$ cat src/rtl/alu_issue_if.sv
// Issue-stage bus: instruction handshake in, ALU operands out, writeback in.
interface alu_issue_if #(
   parameter int XLEN = 32
);
   logic            in_valid;
   logic            in_ready;
   logic [31:0]     in_instr;
   logic            out_valid;
   logic            out_ready;
   logic [3:0]      alu_opcode;
   logic [XLEN-1:0] alu_a;
   logic [XLEN-1:0] alu_b;
   logic [4:0]      alu_rd;
   logic            wb_en;
   logic [4:0]      wb_rd;
   logic [XLEN-1:0] wb_data;
   logic            illegal;

   modport master (
      output in_valid, in_instr, out_ready, wb_en, wb_rd, wb_data,
      input  in_ready, out_valid, alu_opcode, alu_a, alu_b, alu_rd, illegal
   );

   modport slave (
      input  in_valid, in_instr, out_ready, wb_en, wb_rd, wb_data,
      output in_ready, out_valid, alu_opcode, alu_a, alu_b, alu_rd, illegal
   );
endinterface

$ cat src/rtl/alu_issue.sv
// Operand-fetch/issue stage: decode, register read with writeback bypass,
// pending-write scoreboard for RAW/WAW stalls, registered ALU operands.
module alu_issue #(
   parameter int XLEN  = 32,
   parameter int IMM_W = 12
) (
   input logic        clk,
   input logic        rst,
   alu_issue_if.slave bus
);

   localparam logic [3:0] OP_MAX = 4'b1000;

   typedef struct packed {
      logic [3:0]  op;
      logic [4:0]  rd;
      logic [4:0]  rs1;
      logic [4:0]  rs2;
      logic        imm_sel;
      logic [11:0] imm;
   } instr_t;

   instr_t          d;
   logic [XLEN-1:0] regs [32];
   logic [31:0]     pending;
   logic [31:0]     set_mask;
   logic [31:0]     clr_mask;
   logic            legal;
   logic            hazard;
   logic            accept;
   logic [XLEN-1:0] rs1_val;
   logic [XLEN-1:0] rs2_val;
   logic [XLEN-1:0] imm_ext;

   // A pending index is harmless if its writeback lands this very cycle.
   function automatic logic busy(input logic [4:0] r, input logic [31:0] pend,
                                 input logic we, input logic [4:0] wr);
      return (r != 5'd0) && pend[r] && !(we && (wr == r));
   endfunction

   assign d       = instr_t'(bus.in_instr);
   assign legal   = (d.op <= OP_MAX);
   assign hazard  = legal && (busy(d.rs1, pending, bus.wb_en, bus.wb_rd) ||
                              (!d.imm_sel && busy(d.rs2, pending, bus.wb_en, bus.wb_rd)) ||
                              busy(d.rd, pending, bus.wb_en, bus.wb_rd));
   assign bus.in_ready = (!bus.out_valid || bus.out_ready) && !hazard;
   assign accept  = bus.in_valid && bus.in_ready;

   assign rs1_val = (d.rs1 == 5'd0) ? '0 :
                    (bus.wb_en && (bus.wb_rd == d.rs1)) ? bus.wb_data : regs[d.rs1];
   assign rs2_val = (d.rs2 == 5'd0) ? '0 :
                    (bus.wb_en && (bus.wb_rd == d.rs2)) ? bus.wb_data : regs[d.rs2];
   assign imm_ext = {{(XLEN-IMM_W){d.imm[IMM_W-1]}}, d.imm[IMM_W-1:0]};

   // NOTE: every signal driven from always_comb gets a default first, so no latch is inferred.
   always_comb begin
      set_mask = '0;
      clr_mask = '0;
      if (accept && legal && (d.rd != 5'd0)) set_mask[d.rd] = 1'b1;
      if (bus.wb_en) clr_mask[bus.wb_rd] = 1'b1;
   end

   // NOTE: the register file is reset explicitly because R[*]=0 is architected state.
   always_ff @(posedge clk or posedge rst) begin
      if (rst) begin
         for (int i = 0; i < 32; i++) regs[i] <= '0;
      end else if (bus.wb_en && (bus.wb_rd != 5'd0)) begin
         regs[bus.wb_rd] <= bus.wb_data;
      end
   end

   // NOTE: sequential state uses non-blocking assignments so all flops update together.
   always_ff @(posedge clk or posedge rst) begin
      if (rst) begin
         pending <= '0;
      end else begin
         pending <= (pending & ~clr_mask) | set_mask;
      end
   end

   always_ff @(posedge clk or posedge rst) begin
      if (rst) begin
         bus.out_valid  <= 1'b0;
         bus.illegal    <= 1'b0;
         bus.alu_opcode <= '0;
         bus.alu_a      <= '0;
         bus.alu_b      <= '0;
         bus.alu_rd     <= '0;
      end else begin
         bus.illegal <= accept && !legal;
         if (accept && legal) begin
            bus.out_valid  <= 1'b1;
            bus.alu_opcode <= d.op;
            bus.alu_a      <= rs1_val;
            bus.alu_b      <= d.imm_sel ? imm_ext : rs2_val;
            bus.alu_rd     <= d.rd;
         end else if (bus.out_ready) begin
            bus.out_valid <= 1'b0;
         end
      end
   end

endmodule

$ cat src/flat_wrapper.sv
// flat-port wrapper written by rule: the top's interface ports become plain ports
module alu_issue_flat 
#(
   parameter int XLEN  = 32,
   parameter int IMM_W = 12
)
  (clk, rst, bus_in_valid, bus_in_instr, bus_out_ready, bus_wb_en, bus_wb_rd, bus_wb_data, bus_in_ready, bus_out_valid, bus_alu_opcode, bus_alu_a, bus_alu_b, bus_alu_rd, bus_illegal);
  alu_issue_if #(.XLEN(XLEN)) bus_i ();
  input logic clk;
  input logic rst;
  input wire logic [$bits(bus_i.in_valid)-1:0] bus_in_valid;
  input wire logic [$bits(bus_i.in_instr)-1:0] bus_in_instr;
  input wire logic [$bits(bus_i.out_ready)-1:0] bus_out_ready;
  input wire logic [$bits(bus_i.wb_en)-1:0] bus_wb_en;
  input wire logic [$bits(bus_i.wb_rd)-1:0] bus_wb_rd;
  input wire logic [$bits(bus_i.wb_data)-1:0] bus_wb_data;
  output wire logic [$bits(bus_i.in_ready)-1:0] bus_in_ready;
  output wire logic [$bits(bus_i.out_valid)-1:0] bus_out_valid;
  output wire logic [$bits(bus_i.alu_opcode)-1:0] bus_alu_opcode;
  output wire logic [$bits(bus_i.alu_a)-1:0] bus_alu_a;
  output wire logic [$bits(bus_i.alu_b)-1:0] bus_alu_b;
  output wire logic [$bits(bus_i.alu_rd)-1:0] bus_alu_rd;
  output wire logic [$bits(bus_i.illegal)-1:0] bus_illegal;
  assign bus_i.in_valid = bus_in_valid;
  assign bus_i.in_instr = bus_in_instr;
  assign bus_i.out_ready = bus_out_ready;
  assign bus_i.wb_en = bus_wb_en;
  assign bus_i.wb_rd = bus_wb_rd;
  assign bus_i.wb_data = bus_wb_data;
  assign bus_in_ready = bus_i.in_ready;
  assign bus_out_valid = bus_i.out_valid;
  assign bus_alu_opcode = bus_i.alu_opcode;
  assign bus_alu_a = bus_i.alu_a;
  assign bus_alu_b = bus_i.alu_b;
  assign bus_alu_rd = bus_i.alu_rd;
  assign bus_illegal = bus_i.illegal;
  alu_issue #(.XLEN(XLEN), .IMM_W(IMM_W)) u_core (.clk(clk), .rst(rst), .bus(bus_i));
endmodule
$ cat config.mk
export PLATFORM = sky130hd
export DESIGN_NAME = alu_issue_flat
export DESIGN_NICKNAME = d
export VERILOG_FILES = /design/src/rtl/alu_issue_if.sv /design/src/rtl/alu_issue.sv /design/src/flat_wrapper.sv
export SDC_FILE = /design/constraint.sdc
export NUM_CORES = 2
export LEC_CHECK = 0
export CORE_MARGIN = 2
export CORE_UTILIZATION = 50
export DETAILED_ROUTE_END_ITERATION = 10
export GPL_ROUTABILITY_DRIVEN = 1
export GPL_TIMING_DRIVEN = 0
export PLACE_DENSITY = 0.67
export SLEW_MARGIN = 30
export SYNTH_ARGS = -nofsm -noshare
export SYNTH_HDL_FRONTEND = slang
export SYNTH_SLANG_ARGS = --single-unit
$ cat constraint.sdc
create_clock -name clk -period 78.9 [get_ports clk]
set_input_delay 7.89 -clock clk [delete_from_list [all_inputs] [get_ports clk]]
set_output_delay 7.89 -clock clk [all_outputs]
set_load 0.01 [all_outputs]
== Yosys cells after proc, flatten, opt, wreduce, memory -nomap -nowiden ==
Cells that the tools add are included.
W data, S select, Z words.

* Flip-flop bits (word level): 1,131
* Input port bits: 74

* Order comparisons: 11
* Equality and inequality tests: 3
* Muxes and demuxes: 28
* Bitwise logic cells: 6
* Reduce and logical (&&, ||, !) cells: 37

{| class="wikitable"
|+ Operator list
! kind !! number
|-
| $bwmux W1024 || 1
|-
| $mux W32 || 12
|-
| $bmux W32 S5 || 2
|-
| $demux W32 S5 || 1
|-
| $and A32 B32 Y32 || 1
|-
| $not A32 Y32 || 1
|-
| $or A32 B32 Y32 || 1
|-
| $lt A5 B6 Y1 const B || 4
|-
| $logic_and A1 B1 Y1 || 20
|-
| $reduce_bool A5 Y1 || 4
|-
| $ge A6 B6 Y1 const B || 3
|-
| $not A5 Y6 || 3
|-
| $bmux W1 S5 || 3
|-
| $eq A5 B5 Y1 || 3
|-
| $demux W1 S5 || 2
|-
| $ge A5 B1 Y1 const B || 2
|-
| $logic_not A5 Y1 || 2
|-
| $logic_not A1 Y1 || 7
|-
| $mux W1 || 7
|-
| $lt A6 B1 Y1 const B || 1
|-
| $le A4 B4 Y1 const B || 1
|-
| $logic_or A1 B1 Y1 || 3
|-
| $reduce_bool A2 Y1 || 1
|}

== Longest topological paths before layout ==
* Depth in word-level cells: 15
* Mapped depth: 13
* Depth with buffers taken out: 7

== Worst setup path before layout ==
Ideal clock, no wire load.

* Path type: input to output
* From: input port bus_in_instr[23]
* To: output port bus_in_ready
* Data arrival time: 9,696 ps
* Data required time: 71,010 ps
* Path slack: 61,314 ps
* Cell stages on the path: 8
* Path through: clkbuf_1 > buf_2 > mux4_2 > a22oi_1 > nand4_1 > nand2_1 > nand3_2 > a21boi_0

* Cells in the longest elaborated chain, start to end: 8
* Elaborated cells between the ends (all ways): 12
* Classes of those cells: eq/ne (1); mux (2); reduce/logical (9)

{| class="wikitable"
|+ Ends and longest elaborated chain
! element !! RTL line !! RTL
|-
| start, declared || flat_wrapper.sv:12 || <nowiki>input wire logic [$bits(bus_i.in_instr)-1:0] bus_in_instr;</nowiki>
|-
| $bmux W1 S5 / $eq A5 B5 Y1 (equally long branches) || alu_issue.sv:38 || <nowiki>return (r != 5'd0) && pend[r] && !(we && (wr == r));</nowiki>
|-
| $mux W1 (not written as such) / $logic_and A1 B1 Y1 (equally long branches) || alu_issue.sv:38 ||
|-
| $logic_and A1 B1 Y1 / $logic_not A1 Y1 (equally long branches) || alu_issue.sv:38 ||
|-
| $logic_and A1 B1 Y1 * || alu_issue.sv:38 ||
|-
| $logic_or A1 B1 Y1 * || alu_issue.sv:44 || <nowiki>(!d.imm_sel && busy(d.rs2, pending, bus.wb_en, bus.wb_rd)) ||</nowiki>
|-
| $logic_and A1 B1 Y1 * || alu_issue.sv:43 || <nowiki>assign hazard = legal && (busy(d.rs1, pending, bus.wb_en, bus.wb_rd) ||</nowiki>
|-
| $logic_not A1 Y1 * || alu_issue.sv:46 || <nowiki>assign bus.in_ready = (!bus.out_valid || bus.out_ready) && !hazard;</nowiki>
|-
| $logic_and A1 B1 Y1 * || alu_issue.sv:46 ||
|-
| end, declared || flat_wrapper.sv:17 || <nowiki>output wire logic [$bits(bus_i.in_ready)-1:0] bus_in_ready;</nowiki>
|}

Every way passes the cells marked *; elsewhere a longest branch is shown, timed or not. The select of a mux whose other input is x is not followed.

== Worst setup path in the final report ==
* From: input port bus_in_instr[21]
* To: output port bus_in_ready

* Cells in the longest elaborated chain, start to end: 9
* Elaborated cells between the ends (all ways): 13
* Classes of those cells: eq/ne (1); mux (2); reduce/logical (10)

{| class="wikitable"
|+ Ends and longest elaborated chain
! element !! RTL line
|-
| $bmux W1 S5 / $eq A5 B5 Y1 (equally long branches) || alu_issue.sv:38
|-
| $mux W1 (not written as such) / $logic_and A1 B1 Y1 (equally long branches) || alu_issue.sv:38
|-
| $logic_and A1 B1 Y1 / $logic_not A1 Y1 (equally long branches) || alu_issue.sv:38
|-
| $logic_and A1 B1 Y1 * || alu_issue.sv:38
|-
| $logic_or A1 B1 Y1 * || alu_issue.sv:43
|-
| $logic_or A1 B1 Y1 * || alu_issue.sv:44
|-
| $logic_and A1 B1 Y1 * || alu_issue.sv:43
|-
| $logic_not A1 Y1 * || alu_issue.sv:46
|-
| $logic_and A1 B1 Y1 * || alu_issue.sv:46
|}

Marks and branches as above.

==> results.txt <==
Outcome: completed
Largest net degree at the start of global routing: 92
Die area: 123000 µm²
RSZ-0062 raised after global routing: no
Leakage: 0.0297 µW
Dpl cells: 5823
HP Class: reg -> reg
Worst-margin pin slew: 1.19 ns
Final Hold Viols: 0
Post-synthesis register bit count: 1131
Most used cell, CP: clkdlybuf4s50_1
Main synth FF type: dfrtp_1
Initial Util: 0.502
Fmax: 50.8 MHz
Fin cells: 6060
Synth unique cells: 53
Area leader, netlist: dfrtp_1
Max layer used: met5
Setup ws final: 59.21 ns
YS warnings: 0
Critical path type: in -> out
Number of synthesized flops with an enable pin: 0
Initial antenna violation count: 14
MaxCap Viol Count: 0
FFs w/ async S/R, synth: 1.00
Longest Clk Path Bufs: 3
Max-slew violations: 0
Skew final: 0.0275 ns
FP Rows: 127
Max VDD drop: 0.0000189 V
Die H: 351 µm
First DRT Iteration DRCs: 6717
Via/cell ratio: 7.17
Hold path startpoint: u_core.regs[1002]$_DFFE_PP0P_
DP Worst Slack: 59.38 ns
Nets: 4422
Multi-input combinational cell area: 29700 µm²
DRC Markers: 0
Post-cts sizing count: 0
Reg area: 28300 µm²
Vias: 43.4k
Die W: 351 µm
Most frequent cells in the layout: dfrtp_1 (1131), mux2_2 (1046), mux4_2 (517)
WP data arrival: 11.80 ns
Post CTS Setup Buffer Count: 0
Total iterations of the first detailed-routing run: 8
Clock-pin slew on the worst setup and hold paths: 0.06 ns
Vias in the first global route: 42.3k
Setup_tns: 0 ns
Congestion Overflow GR: 0
Final min period: 19.69 ns
First-pass GRT wire length: 334000 µm
Top cell type's share of synthesized area: 0.471
Quantity of I/O buffers inserted on ports: 137
Post-route clock period utilization: 0.250
Synth area leaders: dfrtp_1 (47%), mux2_2 (20%), mux4_2 (19%)
Critical path, cell by cell: clkdlybuf4s50_1 > clkbuf_1 > nor2_2 > nand3b_1 > o211a_1 > o21ai_1 > nand3_2 > a21boi_0 > clkdlybuf4s50_1
Startpoint types: input pin
Hold_buf cts: 0
Met2 wire length: 103000 µm
GRT Total Usage: 0.395
Routed Wire Length: 241000 µm
CTS Root Cell: clkbuf_16
Worst skew pair latency: 0.77 ns
Core area: 120000 µm²
# IOs: 150
# clock sinks: 1131
GPL Wtd Cong: 0.966
CP Max Fanout: 10
Crit. Startpoint: bus_in_instr[21]
M1 WL: 87400 µm
WL/cell: 39.8 µm
CP required: 71.01 ns
Layout cells sized above 1: 0.470
Register area share after synthesis: 0.471
Commonest non-fill, non-tap cell in the layout: dfrtp_1
Slew HR: 0.209
Hpwl dp: 164000 µm
Synthesized cell area: 60100 µm²
PwrDens: 26.9 nW/µm²
WHS: 0.485 ns
Final instance area: 69000 µm²
Final setup vio count: 0
CP max stage cell: nor2_2
Syn_nets: 4113
Met3 routed WL: 32700 µm
Post-DP Area: 64500 µm²
Syn Inst Count: 4039
FF-to-FF Start: u_core.pending[8]$_DFF_PP0_
Synthesis-to-layout area growth: 14.8%
CTS tree: done
Max H-tree Level: 4
Num CTS Buffers: 132
# fillers: 9459
CP peak stage delay: 0.76 ns
Antenna-violating nets left: 0
CP endpoint kind: output port
Syn Area/Cell: 14.9 µm²
state kept, by name, summed over array words and instances, names as in the netlist:
register,count
u_core.regs,1024
u_core.bus.alu_a,32
u_core.bus.alu_b,32
u_core.pending,32
u_core.bus.alu_rd,5
u_core.bus.alu_opcode,4
u_core.bus.illegal,1
u_core.bus.out_valid,1
critical path, delay by kind of cell:
| kind | cells | cell delay [ns] |
|---|---|---|
| AND/OR/NAND/NOR | 3 | 1.67 |
| AO/OA/AOI/OAI | 3 | 0.78 |
| buffers and inverters | 3 | 1.45 |
worst paths after layout:
| check | to | slack [ns] | cells past startpoint |
|---|---|---|---|
| worst min-delay path | u_core.regs[1002]$_DFFE_PP0P_ | 0.48 | 1 |
| min in group asynchronous | u_core.regs[46]$_DFFE_PP0P_ | 7.64 | 3 |
| worst max register to register | u_core.bus.alu_b[11]$_DFFE_PP0P_ | 75.70 | 8 |
| worst min register to register | u_core.regs[1002]$_DFFE_PP0P_ | 0.48 | 1 |
| worst max-delay path | bus_in_ready | 59.21 | 9 |
| max in group asynchronous | u_core.bus.out_valid$_DFFE_PP0P_ | 69.47 | 6 |
report_power, final:
| part | switching (µW) | internal [µW] |
|---|---|---|
| clock network | 263 | 376 |
| logic | 184 | 246 |
| registers | 89.4 | 701 |
| total | 536 | 1320 |
cells in the mapped netlist (36+ instances only):
library cell  instances
dfrtp_1            1131
mux2_2             1046
mux4_2              517
clkbuf_1            287
mux2i_1             194
nor2_1              104
a221oi_1             92
nand2_1              91
buf_1                54
buf_2                52
o21ai_0              52
buf_4                46
a21oi_1              37
nand3_1              36
layout make-up:
| cell class | count | area share |
|---|---|---|
| Inverter | 22 | 0.00131 |
| Clock buffer | 183 | 0.0545 |
| Sequential cell | 1131 | 0.410 |
| Buffer | 452 | 0.0321 |
| Clock inverter | 47 | 0.00957 |
| Timing Repair Buffer | 175 | 0.0328 |
| Antenna cell | 4 | 0.000145 |
| Multi-Input combinational cell | 2434 | 0.430 |
| Tap cell | 1612 | 0.0292 |
per-layer routing:
| metal | track usage | vias to the layer above |
|---|---|---|
| li1 | - | 16200 |
| met1 | 0.517 | 22800 |
| met2 | 0.566 | 3458 |
| met3 | 0.138 | 915 |
| met4 | 0.243 | 16 |
| met5 | 0 | - |
cells by family (layout without fill, tap and decap cells):
group                  after synthesis  after routing  share of synthesized area
XOR/XNOR                            15             15                    0.00219
AO/OA/AOI/OAI                      331            331                     0.0404
AND/OR/NAND/NOR                    308            308                     0.0237
buffers and inverters              474            879                     0.0353
flip-flops                        1131           1131                      0.471
multiplexers                      1780           1780                      0.427
other                                0              4                          0
metrics by stage:
stage | power [µW] | utilization
finish | 1860 | 0.577
detailed placement | 1220 | 0.539
global placement | 1200 | 0.531
floorplan | 1060 | -
CTS | 1850 | 0.576
global route | 1910 | 0.577
Power figures use the tool's default switching activity.
